$ cat src/rtl/imm_enc_pkg.sv
// Shared definitions for the immediate encoder: output field kinds,
// FSM state encoding and the registered output word layout.
package imm_enc_pkg;

   localparam logic [1:0] KIND_SEXT = 2'b00;
   localparam logic [1:0] KIND_LUI  = 2'b01;
   localparam logic [1:0] KIND_ORI  = 2'b10;

   typedef enum logic {
      ST_IDLE    = 1'b0,
      ST_PEND_LO = 1'b1
   } state_t;

   typedef struct packed {
      logic [15:0] imm;
      logic [1:0]  kind;
      logic        last;
   } out_word_t;

endpackage

$ cat src/rtl/imm_fit_check.sv
// Combinational classifier for a 32-bit constant: does it survive a
// 16->32 sign extension, and are its lower / upper halves zero.
module imm_fit_check (
   input  logic [31:0] i_value,
   output logic        o_fits_sext,
   output logic        o_lo_zero,
   output logic        o_hi_zero
);

   // Bits 31:15 must all match for the value to be a sign-extended 16-bit field
   assign o_fits_sext = (i_value[31:15] == 17'h00000) || (i_value[31:15] == 17'h1FFFF);
   assign o_lo_zero   = (i_value[15:0]  == 16'h0000);
   assign o_hi_zero   = (i_value[31:16] == 16'h0000);

endmodule

$ cat src/rtl/imm_encoder.sv
// Streaming immediate encoder: turns a 32-bit constant into one SEXT word,
// one LUI word, or a LUI+ORI pair, with valid/ready on both sides.
// Optional macro IMM_ENC_ZEXT_EN: emit values with a zero upper half
// (that do not fit SEXT) as a single ORI word instead of LUI 0 + ORI.
module imm_encoder
   import imm_enc_pkg::*;
(
   input  logic        clk,
   input  logic        rst,
   input  logic        in_valid,
   output logic        in_ready,
   input  logic [31:0] in_value,
   output logic        out_valid,
   input  logic        out_ready,
   output logic [15:0] out_imm,
   output logic [1:0]  out_kind,
   output logic        out_last
);

   state_t      r_state;
   logic [15:0] r_lo;
   logic        r_out_valid;
   out_word_t   r_out;

   logic        w_fits;
   logic        w_lo_zero;
   logic        w_hi_zero;
   logic        w_out_hs;
   logic        w_accept;
   logic        w_two_word;
   out_word_t   w_first;

   imm_fit_check u_fit (
      .i_value     (in_value),
      .o_fits_sext (w_fits),
      .o_lo_zero   (w_lo_zero),
      .o_hi_zero   (w_hi_zero)
   );

`ifndef IMM_ENC_ZEXT_EN
   // Upper-half-zero flag only matters for the single-ORI shortcut
   logic w_unused_hi_zero;
   assign w_unused_hi_zero = w_hi_zero;
`endif

   assign w_out_hs = r_out_valid && out_ready;
   assign in_ready = !rst && (r_state == ST_IDLE) && (!r_out_valid || out_ready);
   assign w_accept = in_valid && in_ready;

   // Pick the first output word for the presented constant
   always_comb begin
      w_first    = '{imm: in_value[15:0], kind: KIND_SEXT, last: 1'b1};
      w_two_word = 1'b0;
      if (!w_fits) begin
         if (w_lo_zero) begin
            w_first = '{imm: in_value[31:16], kind: KIND_LUI, last: 1'b1};
         end
`ifdef IMM_ENC_ZEXT_EN
         else if (w_hi_zero) begin
            w_first = '{imm: in_value[15:0], kind: KIND_ORI, last: 1'b1};
         end
`endif
         else begin
            w_first    = '{imm: in_value[31:16], kind: KIND_LUI, last: 1'b0};
            w_two_word = 1'b1;
         end
      end
   end

   // Output register and pending-lower-half FSM; output held while stalled
   always_ff @(posedge clk or posedge rst) begin
      if (rst) begin
         r_state     <= ST_IDLE;
         r_lo        <= 16'h0000;
         r_out_valid <= 1'b0;
         r_out       <= '0;
      end else if (r_state == ST_PEND_LO) begin
         if (w_out_hs) begin
            r_out       <= '{imm: r_lo, kind: KIND_ORI, last: 1'b1};
            r_out_valid <= 1'b1;
            r_state     <= ST_IDLE;
         end
      end else if (w_accept) begin
         r_out       <= w_first;
         r_out_valid <= 1'b1;
         if (w_two_word) begin
            r_lo    <= in_value[15:0];
            r_state <= ST_PEND_LO;
         end
      end else if (w_out_hs) begin
         r_out_valid <= 1'b0;
      end
   end

   assign out_valid = r_out_valid;
   assign out_imm   = r_out.imm;
   assign out_kind  = r_out.kind;
   assign out_last  = r_out.last;

endmodule

$ cat config.mk
export PLATFORM = sky130hd
export DESIGN_NAME = imm_encoder
export DESIGN_NICKNAME = d
export VERILOG_FILES = /design/src/rtl/imm_enc_pkg.sv /design/src/rtl/imm_fit_check.sv /design/src/rtl/imm_encoder.sv
export SDC_FILE = /design/constraint.sdc
export NUM_CORES = 1
export LEC_CHECK = 0
export BUFFER_PORTS_ARGS = -buffer_cell sky130_fd_sc_hd__buf_2
export CAP_MARGIN = 20
export CORE_ASPECT_RATIO = 1.5
export CORE_MARGIN = 5
export CORE_UTILIZATION = 40
export CTS_BUF_LIST = sky130_fd_sc_hd__clkbuf_16
export DETAILED_ROUTE_END_ITERATION = 10
export SYNTH_ARGS = -nofsm -noshare
export SYNTH_HDL_FRONTEND = slang
export SYNTH_HIERARCHICAL = 1
export SYNTH_SLANG_ARGS = --single-unit
export TNS_END_PERCENT = 50
$ cat constraint.sdc
create_clock -name clk -period 2.3 [get_ports clk]
set_clock_uncertainty 0.2 [all_clocks]
set_input_delay 0.345 -clock clk [delete_from_list [all_inputs] [get_ports clk]]
set_output_delay 0.345 -clock clk [all_outputs]
set_load 0.05 [all_outputs]
### Word level (Yosys, flattened, before mapping)

Cells that the tools add are included.

| storage, ports and cells | value |
|---|---|
| bits in registers | 37 |
| input bits | 36 |
| output and inout bits | 21 |
| logic and storage cells | 39 |

| operators by class | value |
|---|---|
| eq/ne operators | 2 |
| muxes and demuxes | 15 |
| bitwise operators | 1 |
| reductions and logical operators | 15 |

Operators with widths:

| cell | number |
|---|---|
| 2-to-1 mux 19 bit | 4 |
| equality test 17 bit (second input constant) | 1 |
| logical NOT 17 bit | 1 |
| logical NOT 16 bit | 1 |
| 2-to-1 mux 1 bit | 11 |
| logical AND 1 bit | 4 |
| AND reduction 2 bit | 2 |
| nonzero test 2 bit | 2 |
| AND reduction 3 bit | 1 |
| logical NOT 1 bit | 2 |
| logical OR 1 bit | 2 |
| != test 2 x 1 -> 1 bit (second input constant) | 1 |
| NOT 1 bit | 1 |

### Logic depth before layout (Yosys ltp)

| logic depth | value |
|---|---|
| word-level depth | 6 |
| depth in mapped cells | 8 |
| depth with buffers taken out | 6 |

### By module

Netlist, hierarchy kept.

By module, submodules not included:

| module | instances | cells each | area an instance (um2) | seq. area each (um2) |
|---|---|---|---|---|
| imm_encoder | 1 | 149 | 1786.7 | 925.9 |
| imm_fit_check | 1 | 16 | 110.1 | 0.0 |

### Least setup slack after synthesis

Ideal clock, no wire load.

| path | value |
|---|---|
| kind | in2reg |
| from | in in_value[23] |
| to | reg r_lo[10] |
| library setup time | 0.125 ns |
| arrival | 2.261 ns |
| data required time | 1.975 ns |
| slack | -0.285 ns |
| cell stages on the path | 8 |
| path buffers | 2 |
| cells stage by stage | nor4_1 -> and4_1 -> mux2_2 -> buf_6 -> or3b_4 -> nor4_4 -> buf_6 -> mux2_2 |

| between the ends | value |
|---|---|
| word-level cells in the longest chain between the ends | 4 |
| elaborated cells on any way between the ends | 5 |
| those cells by class | eq/ne (1); mux (1); reduce/logical (3) |

Ends and longest elaborated chain:

| what | RTL line | text |
|---|---|---|
| start: declaration | imm_encoder.sv:12 | `input logic [31:0] in_value,` |
| equality test 17 bit or logical NOT 17 bit (tied branches) | imm_fit_check.sv:11 | `assign o_fits_sext = (i_value[31:15] == 17'h00000) \|\| (i_value[31:15] == 17'h1FFFF);` |
| logical OR 1 bit * | imm_fit_check.sv:11 |  |
| via w_fits | imm_encoder.sv:25 | `logic w_fits;` |
| 2-to-1 mux 1 bit * | imm_encoder.sv:54 | `if (!w_fits) begin` |
| AND reduction 3 bit (no line) * | -- |  |
| end signal: assignment | imm_encoder.sv:87 | `r_lo <= in_value[15:0];` |
| end: declaration | imm_encoder.sv:21 | `logic [15:0] r_lo;` |

Mark *: on every way through the listed nets, which the timed path passes. The rest lies on a longest branch.
A chain may end at the register's enable or synchronous reset.

### Final worst setup path

| path | value |
|---|---|
| from | in in_value[16] |
| to | reg r_lo[12] |

The elaborated chain is that of the path after synthesis.

==> impl_summary.md <==
Run status
The run finished with clean final reports.

Routing
Detailed routing inserted a total of between 1000 and 1500 vias. In the routed design, unresolved DRC markers number 0. For this block, the routed nets add up to about 4600 um of wire. The detailed router's first-iteration violation count is 40. The average vias per placed instance is around 5. The count of nets left with antenna violations once routing finished came out at 0. Dividing the detail-routed wire length by the instance count gives roughly 15 um. The count of TritonRoute iterations in the first routing pass is 4.

Timing
The hold violation total from the final report is 0. The final worst setup slack is 0.1125 ns. The final period utilization is 0.9511.

Setup violations remaining at the end of the flow were counted as 0. Setup repair after global routing left no endpoint under its margin. Headroom to the max-slew limit came out at 0.6521. For this run, the top clock speed supported by timing is about 0.46 GHz. The time the worst path needs with I/O delays and setup is approximately 2.2 ns. The worst hold margin is between 0.1 and 0.15 ns. The max-slew violation count is 0. The setup total negative slack is 0 ns. For the pin with the worst max-slew slack, the measured transition is between 0.5 and 0.6 ns.

GRT
The initial antenna violation count is 0. The first global-routing pass estimated approximately 7500 um of wire. The number of global-route vias before repair is between 1500 and 2000. In the global route stage, overall resource usage came out at 0.1575. The total global routing overflow is 0. The pin count of the biggest net entering global routing is 40.

Clock network
Clock-pin slew was measured on the worst setup and hold paths at 0.05 ns. For the worst-skew pair, the clock arrives at the later sink with an insertion delay of between 0.2 and 0.3 ns. The count of instances resized after the clock tree is built is 0. The number of H-tree branching levels is 2. Counting along the longest clock path gives a buffer depth of 2. The CTS tree is done.

Clock tree synthesis selected as its root buffer the cell sky130_fd_sc_hd__clkbuf_16. In this run, CTS created clock tree buffers numbering 5. The number of clock sinks seen by CTS is 37.

Pwr
Of the total power, registers draw 0.327. The fraction of power spent switching nets is 0.4337. The net switching power is around 1.5 mW.

The share of total power dissipated in combinational logic is 0.496. The total leakage power is ~1.1 nW. The internal power of the cells totals between 1.5 and 2 mW.

The worst IR drop on VDD is between 0.0008 and 0.0009 V. The total power per unit cell area is roughly 1400 mW/mm^2. Of the total power, the clock network draws 0.177.

Finish
The area growth from synthesis to layout is 30.01%. In the layout the commonest cells are sky130_fd_sc_hd__buf_2, sky130_fd_sc_hd__dfrtp_1, sky130_fd_sc_hd__mux2_2. The leading cell type in the layout, fill and taps excluded is sky130_fd_sc_hd__buf_2. The area of all placed cells without fillers is roughly 0.0025 mm^2. The share of post-route cells with drive strength above 1 is 0.4831. The number of nets in the layout is 272. The repair_antennas step left the layout with diodes totalling 0.

Synth
Sorting the synthesized cells by area gives the leading types as sky130_fd_sc_hd__dfrtp_1, sky130_fd_sc_hd__mux2_2, sky130_fd_sc_hd__mux2i_1, sky130_fd_sc_hd__o21ai_0, sky130_fd_sc_hd__nand2_1. The post-synthesis cell count is 165. The synthesized area per cell is about 11 um^2.

The share of synthesized area in the top cell type comes to 0.4881. Counting flops and latches in the post-synthesis netlist gives 37. The synthesized design spends more area on one cell type than any other, namely sky130_fd_sc_hd__dfrtp_1.

When the netlist entered floorplanning its net count stood at 201. The cell area after synthesis is 0.001897 mm^2. For this run, the number of Yosys warnings is 6. The sequential fraction of the synthesis area is 0.4881. The number of different library cells in the post-synthesis netlist is 23.

Worst setup path
The data arrival time at the worst-slack endpoint is around 2.1 ns. Broken down by cell family, the worst path's largest delay share belongs to simple AND/OR/NAND/NOR gates. The signal on the critical path passes through buf_2 -> nor4_1 -> and4_1 -> mux2_2 -> or3b_4 -> nor4_4 -> buf_4 -> mux2_2. Along the worst path, the maximum fanout reaches 6. The maximum cell stage delay along the critical path is ~0.42 ns. The cell occurring most often along the worst timing path is sky130_fd_sc_hd__mux2_2. STA classifies the critical path endpoint as a flop. The sort of element at the start of the critical path is an input port. The cell with the largest stage delay on the worst path is sky130_fd_sc_hd__or3b_4.

The number of buffers and inverters on the critical path is 2. STA puts the critical path data required time at 2.25 ns. The worst setup path category is in -> reg.

Placed design
The area of placed instances is 0.002323 mm^2. The post-DP HPWL is 3595 um. The port buffer count is 56.

OpenSTA, run right after detailed placement, puts the worst setup slack at -0.1812 ns. The final weighted congestion in routability-driven placement is 0.7313.

Floorplan
In this run the vertical extent of the chip is between 90 and 100 um. The floorplan has 30 rows. The core region is between 0.004 and 0.005 mm^2. The die width is approximately 66 um.

The number of top-level pins is 57. The floorplan die area is between 0.006 and 0.007 mm^2. The initial core utilization is 0.4142.

Hold path
The tightest min-delay check is of the in -> reg type.

Flow run
Across the run, the number of max-cap violations was 0.
==> worst register-to-register path, cell delays in order (launching register included) <==
cell,delay [ns]
sky130_fd_sc_hd__dfrtp_1,0.37
sky130_fd_sc_hd__or3b_2,0.52
sky130_fd_sc_hd__a21oi_2,0.18
sky130_fd_sc_hd__buf_4,0.22
sky130_fd_sc_hd__mux2_2,0.36
==> logic make-up after synthesis <==
kind of cell | count (synthesis) | synth area share
multiplexers | 49 | 0.2803
AO/OA/AOI/OAI | 25 | 0.07190
flip-flops | 37 | 0.4881
AND/OR/NAND/NOR | 41 | 0.1234
buffers and inverters | 13 | 0.03627
==> synth_stat cells (all sizes together) <==
cell type / number
nor4: 10
clkbuf: 4
a21o: 3
mux2: 33
nand4: 4
nand2b: 1
nor3: 2
a21oi: 3
and4: 2
dfrtp: 37
buf: 5
or3b: 2
o21ai: 19
mux2i: 16
inv: 4
nor2b: 1
nand2: 19
==> stage by stage <==
stage	power [mW]	cells	utilization
4_1_cts	3.559	300	0.5385
2_1_floorplan	2.487	165	-
5_1_grt	3.752	300	0.5385
6_report	3.517	300	0.5385
3_3_place_gp	2.904	292	0.5074
3_5_place_dp	2.929	292	0.5074
==> area by class of cell <==
cell class / instances / area, um^2
multi-input combinational: 115 / 902.1
inverter: 4 / 15.01
fill: 452 / 2113
timing repair buffer: 73 / 410.4
sequential: 37 / 925.9
clock buffer: 5 / 125.1
clock inverter: 2 / 7.507
tap: 64 / 80.08
==> layer usage <==
layer / vias up / GRT usage / routed length (um)
met5: - / 0 / 0
met4: 0 / 0.05085 / 38
met3: 4 / 0.04048 / 269
met2: 36 / 0.2659 / 2344
met1: 713 / 0.1938 / 1935
li1: 742 / - / -
==> what timing repair did <==
item,CTS,global route
hold buffers,1,0
endpoints found under the hold margin,37,0
buffers inserted,0,0
==> registers in the layout (all words and copies together), names as in the netlist <==
register   cells
r_lo          16
out_valid      1
out_imm       16
out_last       1
out_kind       2
r_state        1
==> final timing paths <==
| path | cells past startpoint | slack, ns | to | start |
|---|---|---|---|---|
| setup / recovery | 8 | 0.11 | r_lo[12] | in_value[16] |
| max in group asynchronous | 4 | 1.14 | r_lo[5] | rst |
| setup reg to reg | 4 | 0.34 | out_imm[7] | r_state |
| hold reg to reg | 1 | 0.29 | out_kind[0] | out_kind[0] |
| min in group asynchronous | 4 | 0.50 | r_state | rst |
| hold / removal | 2 | 0.14 | r_lo[4] | in_value[4] |
==> power by group through the flow <==
stage                     clock [mW]  sequential, mW  combinational [mW]
after global placement             0            1.16                1.75
after CTS                      0.635            1.15                1.77
final                          0.622            1.15                1.75
after detailed placement           0            1.16                1.77
after floorplan                    0            1.77               0.721
after global routing           0.668            1.20                1.89
No activity file was read; power rests on OpenSTA's default activity.
